## src/rtl/id_pkg.sv

```systemverilog
// Shared decode constants, control struct and condition evaluation for the ID stage.
package id_pkg;

    localparam logic [3:0] CMD_NOP = 4'b0000;
    localparam logic [3:0] CMD_MOV = 4'b0001;
    localparam logic [3:0] CMD_ADD = 4'b0010;
    localparam logic [3:0] CMD_ADC = 4'b0011;
    localparam logic [3:0] CMD_SUB = 4'b0100;
    localparam logic [3:0] CMD_SBC = 4'b0101;
    localparam logic [3:0] CMD_AND = 4'b0110;
    localparam logic [3:0] CMD_ORR = 4'b0111;
    localparam logic [3:0] CMD_EOR = 4'b1000;
    localparam logic [3:0] CMD_MVN = 4'b1001;

    localparam logic [1:0] MODE_ALU = 2'b00;
    localparam logic [1:0] MODE_MEM = 2'b01;
    localparam logic [1:0] MODE_BR  = 2'b10;

    localparam logic [3:0] OP_AND = 4'b0000;
    localparam logic [3:0] OP_EOR = 4'b0001;
    localparam logic [3:0] OP_SUB = 4'b0010;
    localparam logic [3:0] OP_ADD = 4'b0100;
    localparam logic [3:0] OP_ADC = 4'b0101;
    localparam logic [3:0] OP_SBC = 4'b0110;
    localparam logic [3:0] OP_TST = 4'b1000;
    localparam logic [3:0] OP_CMP = 4'b1010;
    localparam logic [3:0] OP_ORR = 4'b1100;
    localparam logic [3:0] OP_MOV = 4'b1101;
    localparam logic [3:0] OP_MVN = 4'b1111;

    typedef enum logic [3:0] {
        COND_EQ, COND_NE, COND_CS, COND_CC, COND_MI, COND_PL, COND_VS, COND_VC,
        COND_HI, COND_LS, COND_GE, COND_LT, COND_GT, COND_LE, COND_AL, COND_NV
    } cond_e;

    typedef struct packed {
        logic       wb_en;
        logic       mem_r_en;
        logic       mem_w_en;
        logic [3:0] exe_cmd;
        logic       b;
        logic       s;
    } ctrl_t;

    localparam ctrl_t CTRL_BUBBLE = '0;

    // sr = {N,Z,C,V}; the reserved NV encoding executes unconditionally like AL
    function automatic logic cond_pass(input cond_e c, input logic [3:0] sr);
        logic n, z, cf, v;
        {n, z, cf, v} = sr;
        case (c)
            COND_EQ: cond_pass = z;
            COND_NE: cond_pass = !z;
            COND_CS: cond_pass = cf;
            COND_CC: cond_pass = !cf;
            COND_MI: cond_pass = n;
            COND_PL: cond_pass = !n;
            COND_VS: cond_pass = v;
            COND_VC: cond_pass = !v;
            COND_HI: cond_pass = cf && !z;
            COND_LS: cond_pass = !cf || z;
            COND_GE: cond_pass = (n == v);
            COND_LT: cond_pass = (n != v);
            COND_GT: cond_pass = !z && (n == v);
            COND_LE: cond_pass = z || (n != v);
            default: cond_pass = 1'b1;
        endcase
    endfunction

endpackage

```

## src/rtl/reg_file_bypass.sv

```systemverilog
// Register file with async reset, two combinational read ports and write-through bypass.
module reg_file_bypass #(
    parameter int DATA_W = 32,
    parameter int NREGS  = 16
) (
    input  logic              clk,
    input  logic              rst,
    input  logic              wr_en,
    input  logic [3:0]        wr_addr,
    input  logic [DATA_W-1:0] wr_data,
    input  logic [3:0]        rd_addr1,
    input  logic [3:0]        rd_addr2,
    output logic [DATA_W-1:0] rd_data1,
    output logic [DATA_W-1:0] rd_data2
);
    localparam int AW = (NREGS > 1) ? $clog2(NREGS) : 1;

    logic [DATA_W-1:0] regs [NREGS];
    logic wr_ok, rd1_ok, rd2_ok;

    assign wr_ok  = ({28'd0, wr_addr}  < 32'(NREGS));
    assign rd1_ok = ({28'd0, rd_addr1} < 32'(NREGS));
    assign rd2_ok = ({28'd0, rd_addr2} < 32'(NREGS));

    always_ff @(posedge clk or posedge rst) begin
        if (rst) begin
            for (int unsigned i = 0; i < NREGS; i++) regs[i] <= '0;
        end else if (wr_en && wr_ok) begin
            regs[wr_addr[AW-1:0]] <= wr_data;
        end
    end

    // Out-of-range addresses read 0 even when the writeback targets them
    always_comb begin
        rd_data1 = '0;
        rd_data2 = '0;
        if (rd1_ok) rd_data1 = (wr_en && wr_addr == rd_addr1) ? wr_data : regs[rd_addr1[AW-1:0]];
        if (rd2_ok) rd_data2 = (wr_en && wr_addr == rd_addr2) ? wr_data : regs[rd_addr2[AW-1:0]];
    end

endmodule

```

## src/rtl/id_stage_pipe.sv

```systemverilog
// Instruction decode stage: decode, condition check, operand read, RAW stall and ID/EXE register.
module id_stage_pipe
    import id_pkg::*;
#(
    parameter int DATA_W = 32,
    parameter int NREGS  = 16,
    parameter int FWD_EN = 1
) (
    input  logic              clk,
    input  logic              rst,
    input  logic              instr_valid,
    input  logic [31:0]       instruction,
    input  logic [DATA_W-1:0] pc_in,
    input  logic [3:0]        sr,
    input  logic              flush,
    input  logic              wb_en,
    input  logic [3:0]        wb_dest,
    input  logic [DATA_W-1:0] wb_value,
    input  logic              exe_wb_en,
    input  logic              exe_mem_r_en,
    input  logic [3:0]        exe_dest,
    input  logic              mem_wb_en,
    input  logic [3:0]        mem_dest,
    output logic              stall,
    output logic              id_valid,
    output logic              id_wb_en,
    output logic              id_mem_r_en,
    output logic              id_mem_w_en,
    output logic              id_b,
    output logic              id_s,
    output logic              id_imm,
    output logic [3:0]        id_exe_cmd,
    output logic [DATA_W-1:0] id_val_rn,
    output logic [DATA_W-1:0] id_val_rm,
    output logic [11:0]       id_shift_operand,
    output logic [23:0]       id_signed_imm_24,
    output logic [3:0]        id_dest,
    output logic [3:0]        id_src1,
    output logic [3:0]        id_src2,
    output logic [DATA_W-1:0] id_pc
);
    logic [1:0]        mode;
    logic [3:0]        opcode, src1, src2, dest;
    logic              s_bit, imm;
    ctrl_t             ctrl, ctrl_q;
    logic              decode_ok, uses_rn, uses_rm, cond_ok, hazard, load;
    logic [DATA_W-1:0] val_rn, val_rm;

    assign mode   = instruction[27:26];
    assign imm    = instruction[25];
    assign opcode = instruction[24:21];
    assign s_bit  = instruction[20];
    assign src1   = instruction[19:16];
    assign dest   = instruction[15:12];
    assign src2   = ctrl.mem_w_en ? instruction[15:12] : instruction[3:0];

    always_comb begin
        ctrl      = CTRL_BUBBLE;
        decode_ok = 1'b0;
        uses_rn   = 1'b0;
        uses_rm   = 1'b0;
        case (mode)
            MODE_ALU: begin
                decode_ok    = 1'b1;
                ctrl.wb_en   = 1'b1;
                ctrl.s       = s_bit;
                uses_rn      = 1'b1;
                uses_rm      = !imm;
                case (opcode)
                    OP_MOV: begin ctrl.exe_cmd = CMD_MOV; uses_rn = 1'b0; end
                    OP_MVN: begin ctrl.exe_cmd = CMD_MVN; uses_rn = 1'b0; end
                    OP_ADD: ctrl.exe_cmd = CMD_ADD;
                    OP_ADC: ctrl.exe_cmd = CMD_ADC;
                    OP_SUB: ctrl.exe_cmd = CMD_SUB;
                    OP_SBC: ctrl.exe_cmd = CMD_SBC;
                    OP_AND: ctrl.exe_cmd = CMD_AND;
                    OP_ORR: ctrl.exe_cmd = CMD_ORR;
                    OP_EOR: ctrl.exe_cmd = CMD_EOR;
                    OP_CMP: begin ctrl.exe_cmd = CMD_SUB; ctrl.wb_en = 1'b0; ctrl.s = 1'b1; end
                    OP_TST: begin ctrl.exe_cmd = CMD_AND; ctrl.wb_en = 1'b0; ctrl.s = 1'b1; end
                    default: begin ctrl = CTRL_BUBBLE; decode_ok = 1'b0; end
                endcase
            end
            MODE_MEM: begin
                decode_ok     = 1'b1;
                ctrl.exe_cmd  = CMD_ADD;
                ctrl.mem_r_en = s_bit;
                ctrl.wb_en    = s_bit;
                ctrl.mem_w_en = !s_bit;
                uses_rn       = 1'b1;
                uses_rm       = !s_bit || !imm;
            end
            MODE_BR: begin
                decode_ok = 1'b1;
                ctrl.b    = 1'b1;
            end
            default: ;
        endcase
    end

    assign cond_ok = cond_pass(cond_e'(instruction[31:28]), sr);

    // With forwarding downstream only a load in EXE cannot be forwarded in time
    always_comb begin
        hazard = 1'b0;
        if (FWD_EN != 0) begin
            hazard = instr_valid && exe_mem_r_en && exe_wb_en &&
                     ((uses_rn && src1 == exe_dest) || (uses_rm && src2 == exe_dest));
        end else begin
            hazard = instr_valid &&
                     ((exe_wb_en && ((uses_rn && src1 == exe_dest) || (uses_rm && src2 == exe_dest))) ||
                      (mem_wb_en && ((uses_rn && src1 == mem_dest) || (uses_rm && src2 == mem_dest))));
        end
    end

    assign stall = hazard && !flush && !rst;
    assign load  = instr_valid && cond_ok && decode_ok && !flush && !stall;

    reg_file_bypass #(.DATA_W(DATA_W), .NREGS(NREGS)) u_rf (
        .clk      (clk),
        .rst      (rst),
        .wr_en    (wb_en),
        .wr_addr  (wb_dest),
        .wr_data  (wb_value),
        .rd_addr1 (src1),
        .rd_addr2 (src2),
        .rd_data1 (val_rn),
        .rd_data2 (val_rm)
    );

    always_ff @(posedge clk or posedge rst) begin
        if (rst) begin
            id_valid         <= 1'b0;
            ctrl_q           <= CTRL_BUBBLE;
            id_imm           <= 1'b0;
            id_val_rn        <= '0;
            id_val_rm        <= '0;
            id_shift_operand <= '0;
            id_signed_imm_24 <= '0;
            id_dest          <= '0;
            id_src1          <= '0;
            id_src2          <= '0;
            id_pc            <= '0;
        end else begin
            id_valid         <= load;
            ctrl_q           <= load ? ctrl : CTRL_BUBBLE;
            id_imm           <= load && imm;
            id_val_rn        <= val_rn;
            id_val_rm        <= val_rm;
            id_shift_operand <= instruction[11:0];
            id_signed_imm_24 <= instruction[23:0];
            id_dest          <= dest;
            id_src1          <= src1;
            id_src2          <= src2;
            id_pc            <= pc_in;
        end
    end

    assign id_wb_en    = ctrl_q.wb_en;
    assign id_mem_r_en = ctrl_q.mem_r_en;
    assign id_mem_w_en = ctrl_q.mem_w_en;
    assign id_exe_cmd  = ctrl_q.exe_cmd;
    assign id_b        = ctrl_q.b;
    assign id_s        = ctrl_q.s;

endmodule

```

## config.mk

```make
export PLATFORM = sky130hd
export DESIGN_NAME = id_stage_pipe
export DESIGN_NICKNAME = d
export VERILOG_FILES = /design/src/rtl/id_pkg.sv /design/src/rtl/reg_file_bypass.sv /design/src/rtl/id_stage_pipe.sv
export SDC_FILE = /design/constraint.sdc
export NUM_CORES = 1
export LEC_CHECK = 0
export CAP_MARGIN = 10
export CORE_MARGIN = 5
export CORE_UTILIZATION = 35
export DETAILED_ROUTE_END_ITERATION = 12
export GPL_ROUTABILITY_DRIVEN = 0
export GPL_TIMING_DRIVEN = 0
export PLACE_DENSITY = 0.52
export REMOVE_ABC_BUFFERS = 1
export SLEW_MARGIN = 10
export SYNTH_ARGS = -nofsm -noshare
export SYNTH_HDL_FRONTEND = slang
export SYNTH_HIERARCHICAL = 1
export SYNTH_SLANG_ARGS = --single-unit
```

## constraint.sdc

```tcl
create_clock -name clk -period 20.7 [get_ports clk]
set_input_delay 4.14 -clock clk [delete_from_list [all_inputs] [get_ports clk]]
set_output_delay 4.14 -clock clk [all_outputs]
set_load 0.02 [all_outputs]
```

==> results by group <==
Synth
  – Asr flop ratio synth: 1.000
  – Main combinational cell family by area after synthesis: multiplexers
  – Register area share after synthesis: 0.5119
  – Synth Area in Adders: 0.001582
  – Post-synth EDFFs: 0
  – Post-Synth XOR/XNOR Area: 0.005538
  – Synth Area per Inst: approximately 16 um^2
  – Number of library cell types mapped by synthesis: 51
  – Gate count of the mapped netlist: 2,020
  – Mapped cell area: between 0.03 and 0.04 mm^2
  – Multiplexer share of the synthesized area: 0.3896
  – Simple-gate share of the synthesized area: 0.02496
  – Top_reg_cell synth: dfrtp_1
  – Synth Area in Compound Gates: 0.03552
  – Ys Warns: 6
  – Flops & latches, synth: 647

Global routing
  – Global-route wire length before repair: 142.3 mm
  – Met3 usage: 0.03270
  – M2 GR Usage: 0.3217
  – Global routing's busiest layer: met2
  – Gr ovfl total: 0
  – Initial antenna violation count: 3
  – Vias in the first global route: around 21,000
  – Largest net degree at the start of global routing: roughly 120
  – Gr usage total: 0.1926
  – Met1 GRT Util: 0.2609

Timing
  – Minimum clock period after layout: around 12 ns
  – Hold WS: roughly 0.51 ns
  – Unrepaired setup endpoints after global routing: no
  – Setup TNS: 0 ns
  – Final Hold Violating Endpoints: 0
  – Slew headroom: 0.2788
  – Final setup fails: 0
  – Final Skew: 0.03210 ns
  – Period utilization: 0.5618
  – Highest clock rate: approximately 86 MHz
  – Actual slew at the worst max-slew pin: 1.079 ns
  – Final slew viol count: 0
  – Final worst setup slack: approximately 9.1 ns

Detailed routing
  – Via Count: roughly 19,000
  – DRT Wirelength: about 94 mm
  – Avg WL per Cell: between 20 and 30 um
  – Vias per cell: 5.619
  – Final ANT Viol Nets: 0
  – First drt pass iteration count: 5
  – Remaining DRCs: 0
  – Iteration-0 DRC Markers: around 1,200

Pwr
  – Max VDD drop: 58.45 uV
  – Power Density: ~100 mW/mm^2
  – Leakage power: 0.01591 uW
  – Tot Pwr: 3983 uW

Status
  – Status: finished, final reports clean

Worst setup path
  – Crit Path Max Fanout: 12
  – Required @ worst endpoint: about 17 ns
  – Crit path DAT: between 7 and 8 ns
  – CP Class: in2out
  – Critical path endpoint category: output pin
  – Crit path launch type: primary input

Clocking
  – Clk slew on worst S/H paths: ~0.06 ns
  – # Post-CTS Setup Buffers: 0
  – CTS HTree Levels: 3
  – Clock latency on the worst-skew pair: a little over 0.6 ns
  – CTS buffer count: 76
  – CTS Buffer Depth: 3
  – CTS tree: done
  – Root Buffer: clkbuf_16
  – Hold buffers post-CTS: 0
  – Clk sinks: 647
  – Post-CTS sizing: 0

Placed design
  – HPWL after DPL: approximately 59 mm
  – Placed cell areas: ~0.036 mm^2
  – Post-place setup slack: slightly above 9 ns
  – Port bufs: 270

Cells and area
  – Area Growth Syn to Fin: 23.31%
  – Layout cells sized above 1: 0.4591
  – Design Area, Final: approximately 0.04 mm^2
  – NumNets Final: roughly 2,400

Floorplanning
  – # IOs: about 280
  – Standard-cell rows: 110
  – Die Y: around 310 um
  – Die ar.: between 0.09 and 0.1 mm^2
  – Placeable Area: 0.08987 mm^2
  – Die width: 310.6 um
  – Starting Density: 0.3519

Min path
  – Tightest Hold Check Type: reg2reg

Job
  – Max Cap Viol: 0
==> critical path, cell delays in order <==
cell	delay [ns]
clkdlybuf4s50_1	0.48
inv_1	0.11
ha_1	0.32
nor2b_4	0.29
mux2_4	0.42
a211o_1	0.36
o31ai_4	0.62
clkdlybuf4s50_1	0.74
==> cell usage after synthesis (11+ instances only) <==
library cell / instances / area [um^2]
a22oi_1: 126 / 945.9
buf_1: 12 / 45.04
buf_2: 54 / 270.3
buf_4: 23 / 172.7
clkbuf_1: 113 / 424.2
dfrtp_1: 647 / 16190
inv_1: 11 / 41.29
mux2_1: 13 / 146.4
mux2_2: 563 / 6340
mux4_2: 258 / 5811
nand2_1: 80 / 300.3
nor2_1: 14 / 52.55
==> cell usage in the layout, fill, tap and decap left out, types with 6 or more instances in the layout <==
cell,synthesis,final
dfrtp_1,647,647
mux2_2,563,563
clkdlybuf4s50_1,0,268
mux4_2,258,258
a22oi_1,126,126
nand2_1,80,77
clkbuf_16,0,77
buf_16,0,34
clkbuf_1,113,19
clkbuf_8,0,18
buf_12,0,17
mux2_1,13,13
nor2_4,0,11
xnor2_1,10,10
xor2_1,10,10
clkinv_2,0,10
inv_1,11,9
nand2b_1,10,8
nor4_2,10,8
buf_6,2,8
nor2b_4,1,6
==> kinds of logic after synthesis <==
family,after synthesis
AO/OA/AOI/OAI,148
XOR/XNOR,20
adder cells (fa/ha/maj),4
buffers and inverters,216
flip-flops,647
multiplexers,836
AND/OR/NAND/NOR,149
==> path summary, 6_finish.rpt <==
path                                             from                         end  slack, ns  depth (start not counted)
max in group asynchronous                         rst  u_rf/regs[394]$_DFFE_PP0P_      14.86                          4
min in group asynchronous                         rst     id_val_rn[24]$_DFF_PP0_       4.10                          2
min                        u_rf/regs[408]$_DFFE_PP0P_  u_rf/regs[408]$_DFFE_PP0P_       0.51                          1
max reg2reg                  u_rf/regs[3]$_DFFE_PP0P_      id_val_rm[3]$_DFF_PP0_      18.95                          3
min reg2reg                u_rf/regs[408]$_DFFE_PP0P_  u_rf/regs[408]$_DFFE_PP0P_       0.51                          1
max                                   instruction[27]                       stall       9.07                          8
==> sequential cells by signal (all words and copies together), names as in the netlist <==
signal,flops
id_imm,1
id_signed_imm_24,18
id_exe_cmd,4
id_s,1
id_b,1
id_wb_en,1
id_mem_w_en,1
id_src2,4
id_val_rm,32
id_dest,3
id_src1,3
id_mem_r_en,1
id_valid,1
id_val_rn,32
id_pc,32
u_rf/regs,512
==> routing by layer <==
layer / wire length (um) / share of wire / vias to the layer above
met2: 46030 / 0.49 / 532
met1: 41000 / 0.44 / 10630
li1: - / - / 8137
met4: 2477 / 0.026 / 4
met5: 22 / 0.00023 / -
met3: 4209 / 0.045 / 155
==> metrics by stage <==
| stage | std cells | util |
|---|---|---|
| finish | 3462 | 0.4340 |
| global route | 3462 | 0.4340 |
| CTS | 3461 | 0.4340 |
| detailed placement | 3324 | 0.4061 |
| global placement | 3262 | 0.3880 |
| floorplan | 1816 | - |
==> layout make-up <==
| type | instances | area, um^2 |
|---|---|---|
| repair buffers | 332 | 4116 |
| flip-flops and latches | 647 | 16190 |
| clock buffers | 114 | 2246 |
| inverters | 12 | 60.06 |
| multi-input cells | 1157 | 14660 |
| clock inverters | 23 | 259.0 |
| fillers | 8002 | 50870 |
| well taps | 1176 | 1471 |
| diodes | 1 | 2.502 |
==> power breakdown <==
group          leakage, uW  switching, uW  internal, uW
Clock              0.00122            536           801
Sequential         0.00793            177          1540
Combinational      0.00675            369           558
(Power assumes the default switching activity.)
